## config.mk

```make
export PLATFORM = sky130hd
export DESIGN_NAME = stream_demux1to5
export DESIGN_NICKNAME = d
export VERILOG_FILES = /design/src/rtl/mlp_stream_pkg.sv /design/src/rtl/stream_slot.sv /design/src/rtl/stream_demux1to5.sv
export SDC_FILE = /design/constraint.sdc
export NUM_CORES = 1
export LEC_CHECK = 0
export ABC_AREA = 1
export CAP_MARGIN = 20
export CELL_PAD_IN_SITES_DETAIL_PLACEMENT = 1
export CELL_PAD_IN_SITES_GLOBAL_PLACEMENT = 1
export CORE_UTILIZATION = 32
export DETAILED_ROUTE_END_ITERATION = 10
export PLACE_DENSITY = 0.86
export SLEW_MARGIN = 30
export SYNTH_ARGS = -nofsm -noshare
export SYNTH_HDL_FRONTEND = slang
export SYNTH_HIERARCHICAL = 1
export SYNTH_SLANG_ARGS = --single-unit
```

## constraint.sdc

```tcl
create_clock -name clk_i -period 1.3 [get_ports clk_i]
set_input_delay 0.13 -clock clk_i [delete_from_list [all_inputs] [get_ports clk_i]]
set_output_delay 0.13 -clock clk_i [all_outputs]
set_load 0.005 [all_outputs]
```

## src/rtl/mlp_stream_pkg.sv

```systemverilog
// Shared constants and helpers for the stream distribution blocks.
// Lane numbering and select legality live here so every user agrees.
package mlp_stream_pkg;

    localparam int NumLanes = 5;
    localparam int SelWidth = 3;

    typedef logic [SelWidth-1:0] sel_t;

    localparam sel_t LANE0 = 3'd0;
    localparam sel_t LANE1 = 3'd1;
    localparam sel_t LANE2 = 3'd2;
    localparam sel_t LANE3 = 3'd3;
    localparam sel_t LANE4 = 3'd4;

    function automatic logic sel_legal(input sel_t sel);
        return int'(sel) < NumLanes;
    endfunction

endpackage

```

## src/rtl/stream_slot.sv

```systemverilog
// One-entry valid/ready output register.
// Load has priority over drain, so a drain and a refill in one cycle cost no bubble.
module stream_slot #(
    parameter int DWidth = 32
) (
    input  logic              clk_i,
    input  logic              rst_i,
    input  logic              load_i,
    input  logic [DWidth-1:0] data_i,
    input  logic              ready_i,
    output logic              valid_o,
    output logic [DWidth-1:0] data_o,
    output logic              full_o
);

    logic              r_valid;
    logic [DWidth-1:0] r_data;

    always_ff @(posedge clk_i or posedge rst_i) begin
        if (rst_i) begin
            r_valid <= 1'b0;
            r_data  <= '0;
        end else if (load_i) begin
            r_valid <= 1'b1;
            r_data  <= data_i;
        end else if (ready_i) begin
            r_valid <= 1'b0;
        end
    end

    assign valid_o = r_valid;
    assign data_o  = r_data;
    assign full_o  = r_valid;

    // A held beat must not move until the consumer takes it.
    a_hold_stable : assert property (
        @(posedge clk_i) disable iff (rst_i)
        (r_valid && !ready_i) |=> (r_valid && $stable(r_data))
    );

    a_load_room : assert property (
        @(posedge clk_i) disable iff (rst_i)
        load_i |-> (!r_valid || ready_i)
    );

endmodule

```

## src/rtl/stream_demux1to5.sv

```systemverilog
// Registered 1-to-5 stream demultiplexer with per-lane output slots.
// Illegal selects are consumed, dropped, counted and flagged.
module stream_demux1to5
    import mlp_stream_pkg::*;
#(
    parameter int DWidth   = 32,
    parameter int CntWidth = 8
) (
    input  logic                clk_i,
    input  logic                rst_i,
    input  logic                valid_i,
    output logic                ready_o,
    input  logic [DWidth-1:0]   data_i,
    input  logic [2:0]          select_i,
    output logic [DWidth-1:0]   data0_o,
    output logic [DWidth-1:0]   data1_o,
    output logic [DWidth-1:0]   data2_o,
    output logic [DWidth-1:0]   data3_o,
    output logic [DWidth-1:0]   data4_o,
    output logic [4:0]          valid_o,
    input  logic [4:0]          ready_i,
    output logic                err_o,
    output logic [CntWidth-1:0] drop_cnt_o,
    input  logic                clear_i
);

    localparam logic [CntWidth-1:0] CntMax = '1;

    logic              w_legal;
    logic              w_ready;
    logic              w_accept;
    logic              w_drop;
    logic [4:0]        w_load;
    logic [4:0]        w_full;
    logic [DWidth-1:0] w_data [NumLanes];

    logic                r_err;
    logic [CntWidth-1:0] r_cnt;

    assign w_legal = sel_legal(select_i);

    // Only the addressed lane matters; illegal beats are always taken.
    always_comb begin
        w_ready = 1'b1;
        case (select_i)
            LANE0:   w_ready = !w_full[0] || ready_i[0];
            LANE1:   w_ready = !w_full[1] || ready_i[1];
            LANE2:   w_ready = !w_full[2] || ready_i[2];
            LANE3:   w_ready = !w_full[3] || ready_i[3];
            LANE4:   w_ready = !w_full[4] || ready_i[4];
            default: w_ready = 1'b1;
        endcase
    end

    assign ready_o  = w_ready;
    assign w_accept = valid_i && w_ready;
    assign w_drop   = w_accept && !w_legal;

    for (genvar k = 0; k < NumLanes; k++) begin : g_lane
        assign w_load[k] = w_accept && w_legal
                        && (select_i == SelWidth'(k));

        stream_slot #(
            .DWidth (DWidth)
        ) u_slot (
            .clk_i   (clk_i),
            .rst_i   (rst_i),
            .load_i  (w_load[k]),
            .data_i  (data_i),
            .ready_i (ready_i[k]),
            .valid_o (valid_o[k]),
            .data_o  (w_data[k]),
            .full_o  (w_full[k])
        );
    end

    assign data0_o = w_data[0];
    assign data1_o = w_data[1];
    assign data2_o = w_data[2];
    assign data3_o = w_data[3];
    assign data4_o = w_data[4];

    // Clear resets first, then a same-cycle drop is still recorded.
    always_ff @(posedge clk_i or posedge rst_i) begin
        if (rst_i) begin
            r_err <= 1'b0;
            r_cnt <= '0;
        end else if (clear_i) begin
            r_err <= w_drop;
            r_cnt <= w_drop ? CntWidth'(1) : '0;
        end else if (w_drop) begin
            r_err <= 1'b1;
            if (r_cnt != CntMax) begin
                r_cnt <= r_cnt + CntWidth'(1);
            end
        end
    end

    assign err_o      = r_err;
    assign drop_cnt_o = r_cnt;

    a_in_hold : assert property (
        @(posedge clk_i) disable iff (rst_i)
        (valid_i && !w_ready) |=>
            (valid_i && $stable(data_i) && $stable(select_i))
    );

endmodule

```

; After elaboration in Yosys (flattened, before gate mapping)
; Cells that the tools add are included.
; W data, S select, Z words.
[word_totals]
wordCells = 64
out_inout_bits = 175
ff_bits = 174
[op_classes]
n_eq_ne = 5
reduce_logical = 28
n_addsub = 1
n_lt_le_gt_ge = 1
mux = 17
[ops]
columns = cell, count
row1 = $mux W8, 3
row2 = $reduce_bool A2 Y1, 7
row3 = $mux W1, 13
row4 = $add A8 B1 Y8 const B, 1
row5 = $logic_and A1 B1 Y1, 8
row6 = $ne A8 B8 Y1 const B, 1
row7 = $eq A3 B2 Y1 const B, 2
row8 = $logic_not A1 Y1, 6
row9 = $logic_or A1 B1 Y1, 5
row10 = $pmux W1 S5, 1
row11 = $eq A3 B1 Y1 const B, 1
row12 = $eq A3 B3 Y1 const B, 1
row13 = $logic_not A3 Y1, 1
row14 = $lt A3 B3 Y1 const B, 1
row15 = $reduce_and A2 Y1, 1

; Longest topological paths before layout
; Gate-level depths: netlist of the first run.
[logic_depth]
word_depth = 7
ltp_mapped = 13
ltp_nobuf = 11

; Modules after synthesis
; Netlist of the first run, hierarchy kept.
[modules_own_cells]
columns = module, area_per_inst_um2, n_inst, seq_area_each_um2, cells_per_inst
row1 = stream_slot, 1337.5, 5, 825.8, 142
row2 = stream_demux1to5, 760.7, 1, 225.2, 111

; Worst setup path after synthesis of the first run
; Ideal clock, no wire load.
[synth_timing]
path_kind = register to register
from = register g_lane[3].u_slot.r_valid
to = register g_lane[0].u_slot.r_data[12]
setup_time_ps = 116
path_buffers = 2
slack_ps = -97
stages_incl_launch_ff = 13
arrival_ps = 1281
cell_sequence = dfrtp_1 > inv_1 > nor2_1 > nor2_1 > nor2_1 > nand2_1 > nand2_1 > nor2_1 > buf_6 > inv_8 > buf_12 > nand2_2 > nand2_1
[synth_between]
elab_chain_cells = 6
[synth_lines]
columns = item, line_no
row1 = start: declaration, stream_slot.sv:16  ; logic r_valid;
row2 = start signal: assignment, stream_slot.sv:21  ; r_valid <= 1'b0;
row3 = start signal: assignment, stream_slot.sv:24  ; r_valid <= 1'b1;
row4 = start signal: assignment, stream_slot.sv:27  ; r_valid <= 1'b0;
row5 = $logic_not A1 Y1, stream_demux1to5.sv:49  ; LANE3: w_ready = !w_full[3] || ready_i[3];
row6 = $logic_or A1 B1 Y1, stream_demux1to5.sv:49
row7 = $pmux W1 S5, stream_demux1to5.sv:45  ; case (select_i)
row8 = net ready_o, stream_demux1to5.sv:12  ; output logic ready_o,
row9 = $logic_and A1 B1 Y1, stream_demux1to5.sv:56  ; assign w_accept = valid_i && w_ready;
row10 = $logic_and A1 B1 Y1, stream_demux1to5.sv:60  ; assign w_load[k] = w_accept && w_legal
row11 = $logic_and A1 B1 Y1, stream_demux1to5.sv:61  ; && (select_i == SelWidth'(k));
row12 = net w_load[0], stream_demux1to5.sv:33  ; logic [4:0] w_load;
row13 = end signal: assignment, stream_slot.sv:25  ; r_data <= data_i;
row14 = end: declaration, stream_slot.sv:17  ; logic [DWidth-1:0] r_data;
; The timed path passes the listed nets, and every way through them passes these cells.
; A chain may end at the register's enable or synchronous reset.

; Worst setup path after layout of the first run
[layout_timing]
from = input select_i[0]
to = register g_lane[2].u_slot.r_data[26]
[layout_between]
elab_chain_cells = 5
elab_cells_between_ends = 10
classes_between = order compare (1) / eq/ne (4) / mux (1) / reduce/logical (4)
[layout_lines]
columns = item, line_no
row1 = start: declaration, stream_demux1to5.sv:14  ; input logic [2:0] select_i,
row2 = $eq A3 B3 Y1 (tied with other cells), stream_demux1to5.sv:45
row3 = $pmux W1 S5, stream_demux1to5.sv:45
row4 = $logic_and A1 B1 Y1, stream_demux1to5.sv:56
row5 = $logic_and A1 B1 Y1, stream_demux1to5.sv:60
row6 = $logic_and A1 B1 Y1 *, stream_demux1to5.sv:61
row7 = net w_load[2], stream_demux1to5.sv:33
row8 = end signal: assignment, stream_slot.sv:25
row9 = end: declaration, stream_slot.sv:17
; The timed path passes the listed nets; every way through them passes the cells marked *.

==> results of run 1 <==
[layout make-up]
class | instances | area (um2)
clock buffer | 19 | 443
clock inverter | 13 | 151
fill | 2566 | 11400
inverter | 29 | 200
multi-input combinational | 577 | 2720
sequential | 174 | 4350
tap | 285 | 357
timing repair buffer | 282 | 3080
timing repair inverter | 3 | 43.8
[critical path, delay by kind of cell]
| kind | cells | cell delay (ns) |
|---|---|---|
| buffers and inverters | 3 | 0.81 |
| and+or+nand+nor | 7 | 0.77 |
| AOI/OAI and AO/OA | 1 | 0.28 |
[synth_stat cells (3+ instances only)]
master / instances
sky130_fd_sc_hd__buf_12: 6
sky130_fd_sc_hd__buf_6: 15
sky130_fd_sc_hd__dfrtp_1: 174
sky130_fd_sc_hd__a21oi_1: 3
sky130_fd_sc_hd__nand3_1: 9
sky130_fd_sc_hd__clkbuf_8: 15
sky130_fd_sc_hd__inv_1: 21
sky130_fd_sc_hd__buf_4: 5
sky130_fd_sc_hd__nand2_1: 477
sky130_fd_sc_hd__inv_8: 5
sky130_fd_sc_hd__o21ai_2: 5
sky130_fd_sc_hd__nand2_2: 52
sky130_fd_sc_hd__nor2_1: 18
[repair_timing]
action,in CTS,in global routing
buffers inserted,6,6
pin swaps,19,62
gates resized for setup,47,106
setup endpoints to repair,343,344
cloned,4,6
[metal layers]
metal | track usage | wire length, um | up-vias
met4 | 0.0712 | 450 | 0
met2 | 0.406 | 14000 | 179
met3 | 0.0616 | 1630 | 31
li1 | - | - | 2992
met5 | 0 | 0 | -
met1 | 0.275 | 11400 | 3327
[power groups by stage]
stage	combinational, mW	sequential, mW	clock (mW)
floorplan	1.26	7.49	0
global placement	4.53	7.42	0
detailed placement	4.70	7.48	0
CTS	4.78	7.41	5.35
global route	5.30	7.55	5.60
finish	4.87	7.42	5.28
[registers in the layout (all words and copies together), names as in the netlist]
register,flops
g_lane.u_slot/full_o,5
err_o,1
g_lane.u_slot/data_o,160
drop_cnt_o,8
[path summary, 6_finish.rpt]
kind | start | end | slack, ns | cells past startpoint
setup / recovery | select_i[0] | g_lane[2].u_slot/data_o[26]$_DFFE_PP0P_ | -0.34 | 11
hold / removal | ready_i[3] | g_lane[3].u_slot/full_o$_DFFE_PP0P_ | 0.30 | 4
setup reg to reg | g_lane[0].u_slot/full_o$_DFFE_PP0P_ | g_lane[2].u_slot/data_o[26]$_DFFE_PP0P_ | -0.31 | 11
hold reg to reg | g_lane[4].u_slot/data_o[2]$_DFFE_PP0P_ | g_lane[4].u_slot/data_o[2]$_DFFE_PP0P_ | 0.47 | 2
max in group asynchronous | rst_i | drop_cnt_o[6]$_DFFE_PP0P_ | 0.67 | 2
min in group asynchronous | rst_i | drop_cnt_o[4]$_DFFE_PP0P_ | 0.34 | 2
[cell families (layout without fill, tap and decap cells)]
kind of cell,after synthesis,after routing
fa+ha+maj,1,1
buf+inv,70,346
flops,174,174
compound gates,11,11
simple gates,564,564
xor+xnor,1,1
[metrics by stage]
step           TNS, ns  utilization  setup WS [ns]  hold slack, ns
2_1_floorplan   -11.98            -        -0.0848         -0.0421
3_3_place_gp   -108.33        0.445         -0.678           0.453
3_5_place_dp   -116.04        0.445         -0.744           0.458
4_1_cts         -66.73        0.479         -0.289           0.296
5_1_grt         -94.14        0.500         -0.457           0.312
6_report        -69.03        0.500         -0.344           0.304
==> summary.txt, run 1 <==
Outcome
  • Outcome: finished with violations
  • Violated checks: negative setup slack

Placement
  • Placed instance area: 0.0101 mm2
  • Buffers on Ports: 218
  • Post-placement cell count: 1330
  • Half-perimeter wire length of the detailed placement result: 17.9 mm
  • RePlAce Congestion: 0.856

Critical path
  • Cell type of the slowest stage on the worst timing path: sky130_fd_sc_hd__clkdlybuf4s50_1
  • Highest cell delay on the worst timing path: 0.51 ns
  • Classification of the worst setup path: in2reg
  • Crit path arrival time: 2.00 ns
  • Cell with the most instances on the worst path: sky130_fd_sc_hd__nand2_1
  • Cells traversed along the worst timing path: clkdlybuf4s50_1 -> o21ai_0 -> nand2_1 -> nor2_2 -> nand2_2 -> nand2_4 -> nor2_4 -> buf_12 -> inv_16 -> nand2_1 -> nand2_1
  • Category of the worst setup path launch point: input pin
  • Worst Setup End Kind: flip-flop
  • Top fanout value on the critical path: 33
  • Worst Path Required: 1.66 ns

Floorplan
  • Number of standard-cell rows in the floorplan: 55
  • Area of the core: 0.0227 mm2
  • Number of ports placed on the die boundary: 219
  • Die outline height: 155 um
  • Horiz. Die Dim: 155 um
  • Initial core utilization: 0.328
  • Die ar.: 0.0239 mm2

Timing
  • Final slew viol count: 0
  • RSZ-0062 raised after global routing: true
  • Number of hold-slack violations in the final timing report: 0
  • Minimum period implied by the final worst setup slack: 1.64 ns
  • Fin crit share: 1.26
  • Setup violators final: 323
  • Max Clk Rate: 608 MHz
  • Slew at the pin closest to its max-slew limit: 0.453 ns
  • Clock skew: 0.0131 ns
  • PnR worst setup slack: -0.344 ns
  • Worst rel slew slack: 0.697

Cells and area
  • Layout cells sized above 1: 0.231
  • Fin cells: 1382
  • Layout-stage area growth over the synthesis result: 52.4%
  • Leading cell type in the layout, fill and taps excluded: sky130_fd_sc_hd__nand2_1
  • Number of nets in the final layout: 1129
  • Final non-filler cell area: 0.0113 mm2
  • # diodes: 0
  • Most frequent cells in the layout: sky130_fd_sc_hd__nand2_1, sky130_fd_sc_hd__clkdlybuf4s50_1, sky130_fd_sc_hd__dfrtp_1, sky130_fd_sc_hd__nand2_2, sky130_fd_sc_hd__buf_4

Route
  • Number of vias per cell after detailed routing: 4.72
  • DRT antenna net count: 0
  • Post-detailed-route wirelength per cell: 19.9 um
  • Pre-antenna DRT Iters: 4
  • Post-detailed-route DRC marker count: 0
  • Final WL: 27.5 mm
  • DR vias: 6529
  • DRC violation total after the first TritonRoute iteration: 274

Job
  • Max capacitance violation total: 0

Power and ir drop
  • Pwr dens: 1550 mW/mm2
  • Maximum vdd drop: 828 uV
  • Internal power: 12.4 mW
  • Combinational cell fraction of total power: 0.277
  • Share of total power in the clock network: 0.301
  • Switch Pwr: 5.17 mW
  • Power consumption: 17.6 mW
  • Leak: 5.84 nW
  • Portion of total power attributed to sequential cells: 0.422
  • Switching fraction of total power: 0.294

Clock tree
  • Num CTS Buffers: 17
  • Worst-Skew Late Latency: 0.43 ns
  • TritonCTS clock tree: built
  • Number of H-tree levels: 4
  • Sink Count: 174
  • Total of hold buffers inserted after clock tree synthesis: 0
  • CTS root buffer: sky130_fd_sc_hd__clkbuf_16
  • Clock transition at the registers of the reported paths: 0.08 ns
  • Max clock buf depth: 2

Logic synthesis
  • Synth top area cells: sky130_fd_sc_hd__dfrtp_1, sky130_fd_sc_hd__nand2_1, sky130_fd_sc_hd__nand2_2, sky130_fd_sc_hd__clkbuf_8, sky130_fd_sc_hd__buf_6
  • Post-Synth Adder-Cell Area: 0.00168
  • Compound-gate portion of the synthesized area: 0.00991
  • Seq/Total Area, Yosys: 0.585
  • Number of synthesized flops with an enable pin: 0
  • Synthesized netlist net count: 866
  • Post-synthesis sequential element count: 174
  • Basic-gate share of the synthesized area counting and, or, nand and nor cells: 0.310
  • Library cell occupying the most area in the post-synthesis netlist: sky130_fd_sc_hd__dfrtp_1
  • Count of mapped cells out of synthesis: 821
  • Netlist area before placement: 0.00745 mm2
  • Mean post-synth cell area: 9.07 um2
  • Area fraction of the dominant cell type after synthesis: 0.585
  • Ys flop type: sky130_fd_sc_hd__dfrtp_1
  • Proportion of register bits with asynchronous set or reset after synthesis: 1.00
  • Largest family of logic cells by synthesized area: simple AND/OR/NAND/NOR gates
  • Mux contribution to synthesized area: 0
  • Xor/xnor cell area share of the yosys netlist: 0.00118
  • Unique masters post-synth: 25
  • Yosys Warn Count: 6

Global routing
  • GRT Resource Usage Total: 0.231
  • Maximum number of pins on one net before global-route repair: 34
  • Overflow left after global routing: 0
  • Number of antenna violations at the first check in global routing: 0
  • Via count of the first global-routing pass: 7036
  • Global-route wire length before repair: 41.4 mm

Min path
  • Class of the tightest hold or removal check: in2reg
Note: power is estimated with default switching activity, not from simulation.
==> run 2, diff against run 1 <==
--- a/config.mk
+++ b/config.mk
@@ -9,6 +9,7 @@
 export CAP_MARGIN = 20
 export CELL_PAD_IN_SITES_DETAIL_PLACEMENT = 1
 export CELL_PAD_IN_SITES_GLOBAL_PLACEMENT = 1
+export CORE_MARGIN = 2
 export CORE_UTILIZATION = 32
 export DETAILED_ROUTE_END_ITERATION = 10
 export PLACE_DENSITY = 0.86
==> constraint.sdc (replaced) <==
create_clock -name clk_i -period 1.3 [get_ports clk_i]
set_input_delay 0.13 -clock clk_i [delete_from_list [all_inputs] [get_ports clk_i]]
set_output_delay 0.13 -clock clk_i [all_outputs]
set_load 0.02 [all_outputs]
==> summary.txt, run 2 (synthesized netlist as in run 1, its figures left out) <==
Floorplan
  • Die outline height: 157 um
  • Initial core utilization: 0.327
  • Number of ports placed on the die boundary: 219
  • Number of standard-cell rows in the floorplan: 55
  • Area of the core: 0.0228 mm2
  • Die ar.: 0.0245 mm2
  • Horiz. Die Dim: 157 um

Global routing
  • GRT Resource Usage Total: 0.237
  • Number of antenna violations at the first check in global routing: 0
  • Overflow left after global routing: 0
  • Maximum number of pins on one net before global-route repair: 34
  • Via count of the first global-routing pass: 7137
  • Global-route wire length before repair: 43.0 mm

Cells and area
  • Final non-filler cell area: 0.0114 mm2
  • Number of nets in the final layout: 1134
  • Layout cells sized above 1: 0.379
  • Leading cell type in the layout, fill and taps excluded: sky130_fd_sc_hd__nand2_1
  • Layout-stage area growth over the synthesis result: 52.9%
  • # diodes: 0
  • Most frequent cells in the layout: sky130_fd_sc_hd__nand2_1, sky130_fd_sc_hd__dfrtp_1, sky130_fd_sc_hd__nand2_2, sky130_fd_sc_hd__clkdlybuf4s15_1, sky130_fd_sc_hd__clkbuf_2
  • Max FFs per register: 160

Timing
  • Slew at the pin closest to its max-slew limit: 0.532 ns
  • Clock skew: 0.0136 ns
  • RSZ-0062 raised after global routing: true
  • Setup violators final: 166
  • Number of hold-slack violations in the final timing report: 0
  • Max Clk Rate: 616 MHz
  • Final slew viol count: 0
  • Fin crit share: 1.25
  • Worst rel slew slack: 0.644
  • Minimum period implied by the final worst setup slack: 1.62 ns
  • PnR worst setup slack: -0.323 ns

Clock tree
  • Sink Count: 174
  • Clock transition at the registers of the reported paths: 0.07 ns
  • TritonCTS clock tree: built
  • CTS root buffer: sky130_fd_sc_hd__clkbuf_16
  • Number of H-tree levels: 4
  • Worst-Skew Late Latency: 0.44 ns
  • Max clock buf depth: 2
  • Num CTS Buffers: 17

Critical path
  • Top fanout value on the critical path: 7
  • Worst Setup End Kind: flip-flop
  • Classification of the worst setup path: reg2reg
  • Worst Path Required: 1.67 ns
  • Category of the worst setup path launch point: flip-flop
  • Crit path arrival time: 2.00 ns

Outcome
  • Violated checks: negative setup slack
  • Outcome: finished with violations

Power and ir drop
  • Leak: 5.96 nW
  • Pwr dens: 1630 mW/mm2
  • Maximum vdd drop: 1040 uV
  • Power consumption: 18.6 mW

Route
  • Post-detailed-route DRC marker count: 0
  • Number of vias per cell after detailed routing: 4.64
  • DRT antenna net count: 0
  • Pre-antenna DRT Iters: 4
  • Post-detailed-route wirelength per cell: 20.6 um
  • DR vias: 6561
  • Final WL: 29.2 mm
  • DRC violation total after the first TritonRoute iteration: 245

Placement
  • Worst setup slack after placement: -0.728 ns
  • Half-perimeter wire length of the detailed placement result: 18.1 mm
  • RePlAce Congestion: 0.828
  • Placed instance area: 0.0100 mm2
  • Buffers on Ports: 218

Min path
  • Class of the tightest hold or removal check: in2async

Job
  • Max capacitance violation total: 0
==> run 2: worst max-delay path, stage by stage (launching register included) <==
cell                        delay [ns]
sky130_fd_sc_hd__dfrtp_1          0.40
sky130_fd_sc_hd__nand2_1          0.10
sky130_fd_sc_hd__nand3_2          0.07
sky130_fd_sc_hd__nand2_1          0.07
sky130_fd_sc_hd__nor2_1           0.05
sky130_fd_sc_hd__nand2_2          0.12
sky130_fd_sc_hd__nand2_8          0.10
sky130_fd_sc_hd__nor2_4           0.15
sky130_fd_sc_hd__buf_12           0.19
sky130_fd_sc_hd__clkbuf_16        0.19
sky130_fd_sc_hd__nand2_2          0.05
sky130_fd_sc_hd__nand2_1          0.07
==> run 2: cell type report <==
type / count / area, um2
Fill cell: 2624 / 11400
Tap cell: 313 / 392
Timing Repair inverter: 5 / 85.1
Sequential cell: 174 / 4360
Clock inverter: 14 / 194
Inverter: 29 / 191
Timing Repair Buffer: 284 / 2770
Clock buffer: 18 / 429
Multi-Input combinational cell: 578 / 2960
==> run 2: what timing repair did <==
action | in CTS | in global routing
setup buffers | 9 | 6
setup endpoints to repair | 343 | 291
pin swaps | 46 | 67
gates resized for setup | 393 | 266
cloned | 12 | 3
hold buffers | 0 | 0
==> run 2: power breakdown <==
group / switching (mW) / total, mW / internal, mW
logic: 3.53 / 5.64 / 2.11
registers: 0.810 / 7.43 / 6.62
clock network: 2.39 / 5.50 / 3.11
==> run 2: metrics by stage <==
stage | utilization | hold WS, ns | TNS (ns) | instances
floorplan | - | -0.0424 | -19.32 | 821
global placement | 0.441 | 0.452 | -95.86 | 1356
detailed placement | 0.441 | 0.459 | -114.34 | 1356
CTS | 0.488 | 0.241 | -40.95 | 1408
global route | 0.500 | 0.265 | -64.66 | 1415
finish | 0.500 | 0.260 | -45.30 | 1415
==> run 2: metal layers <==
| metal | part of all wire | vias up | routed length, um | track usage |
|---|---|---|---|---|
| li1 | - | 3013 | - | - |
| met1 | 0.40 | 3326 | 11600 | 0.280 |
| met2 | 0.52 | 175 | 15300 | 0.419 |
| met3 | 0.048 | 47 | 1390 | 0.0521 |
| met4 | 0.031 | 0 | 904 | 0.0970 |
| met5 | 0 | - | 0 | 0 |
==> run 2: path summary, 6_finish.rpt <==
check | startpoint | end | slack (ns) | cells past startpoint
worst max-delay path | g_lane[0].u_slot/full_o$_DFFE_PP0P_ | g_lane[3].u_slot/data_o[17]$_DFFE_PP0P_ | -0.32 | 11
worst min-delay path | rst_i | g_lane[2].u_slot/data_o[29]$_DFFE_PP0P_ | 0.26 | 2
worst max register to register | g_lane[0].u_slot/full_o$_DFFE_PP0P_ | g_lane[3].u_slot/data_o[17]$_DFFE_PP0P_ | -0.32 | 11
worst min register to register | g_lane[3].u_slot/data_o[10]$_DFFE_PP0P_ | g_lane[3].u_slot/data_o[10]$_DFFE_PP0P_ | 0.48 | 2
max in group asynchronous | rst_i | drop_cnt_o[0]$_DFFE_PP0P_ | 0.64 | 2
min in group clk_i | ready_i[4] | g_lane[4].u_slot/full_o$_DFFE_PP0P_ | 0.34 | 4
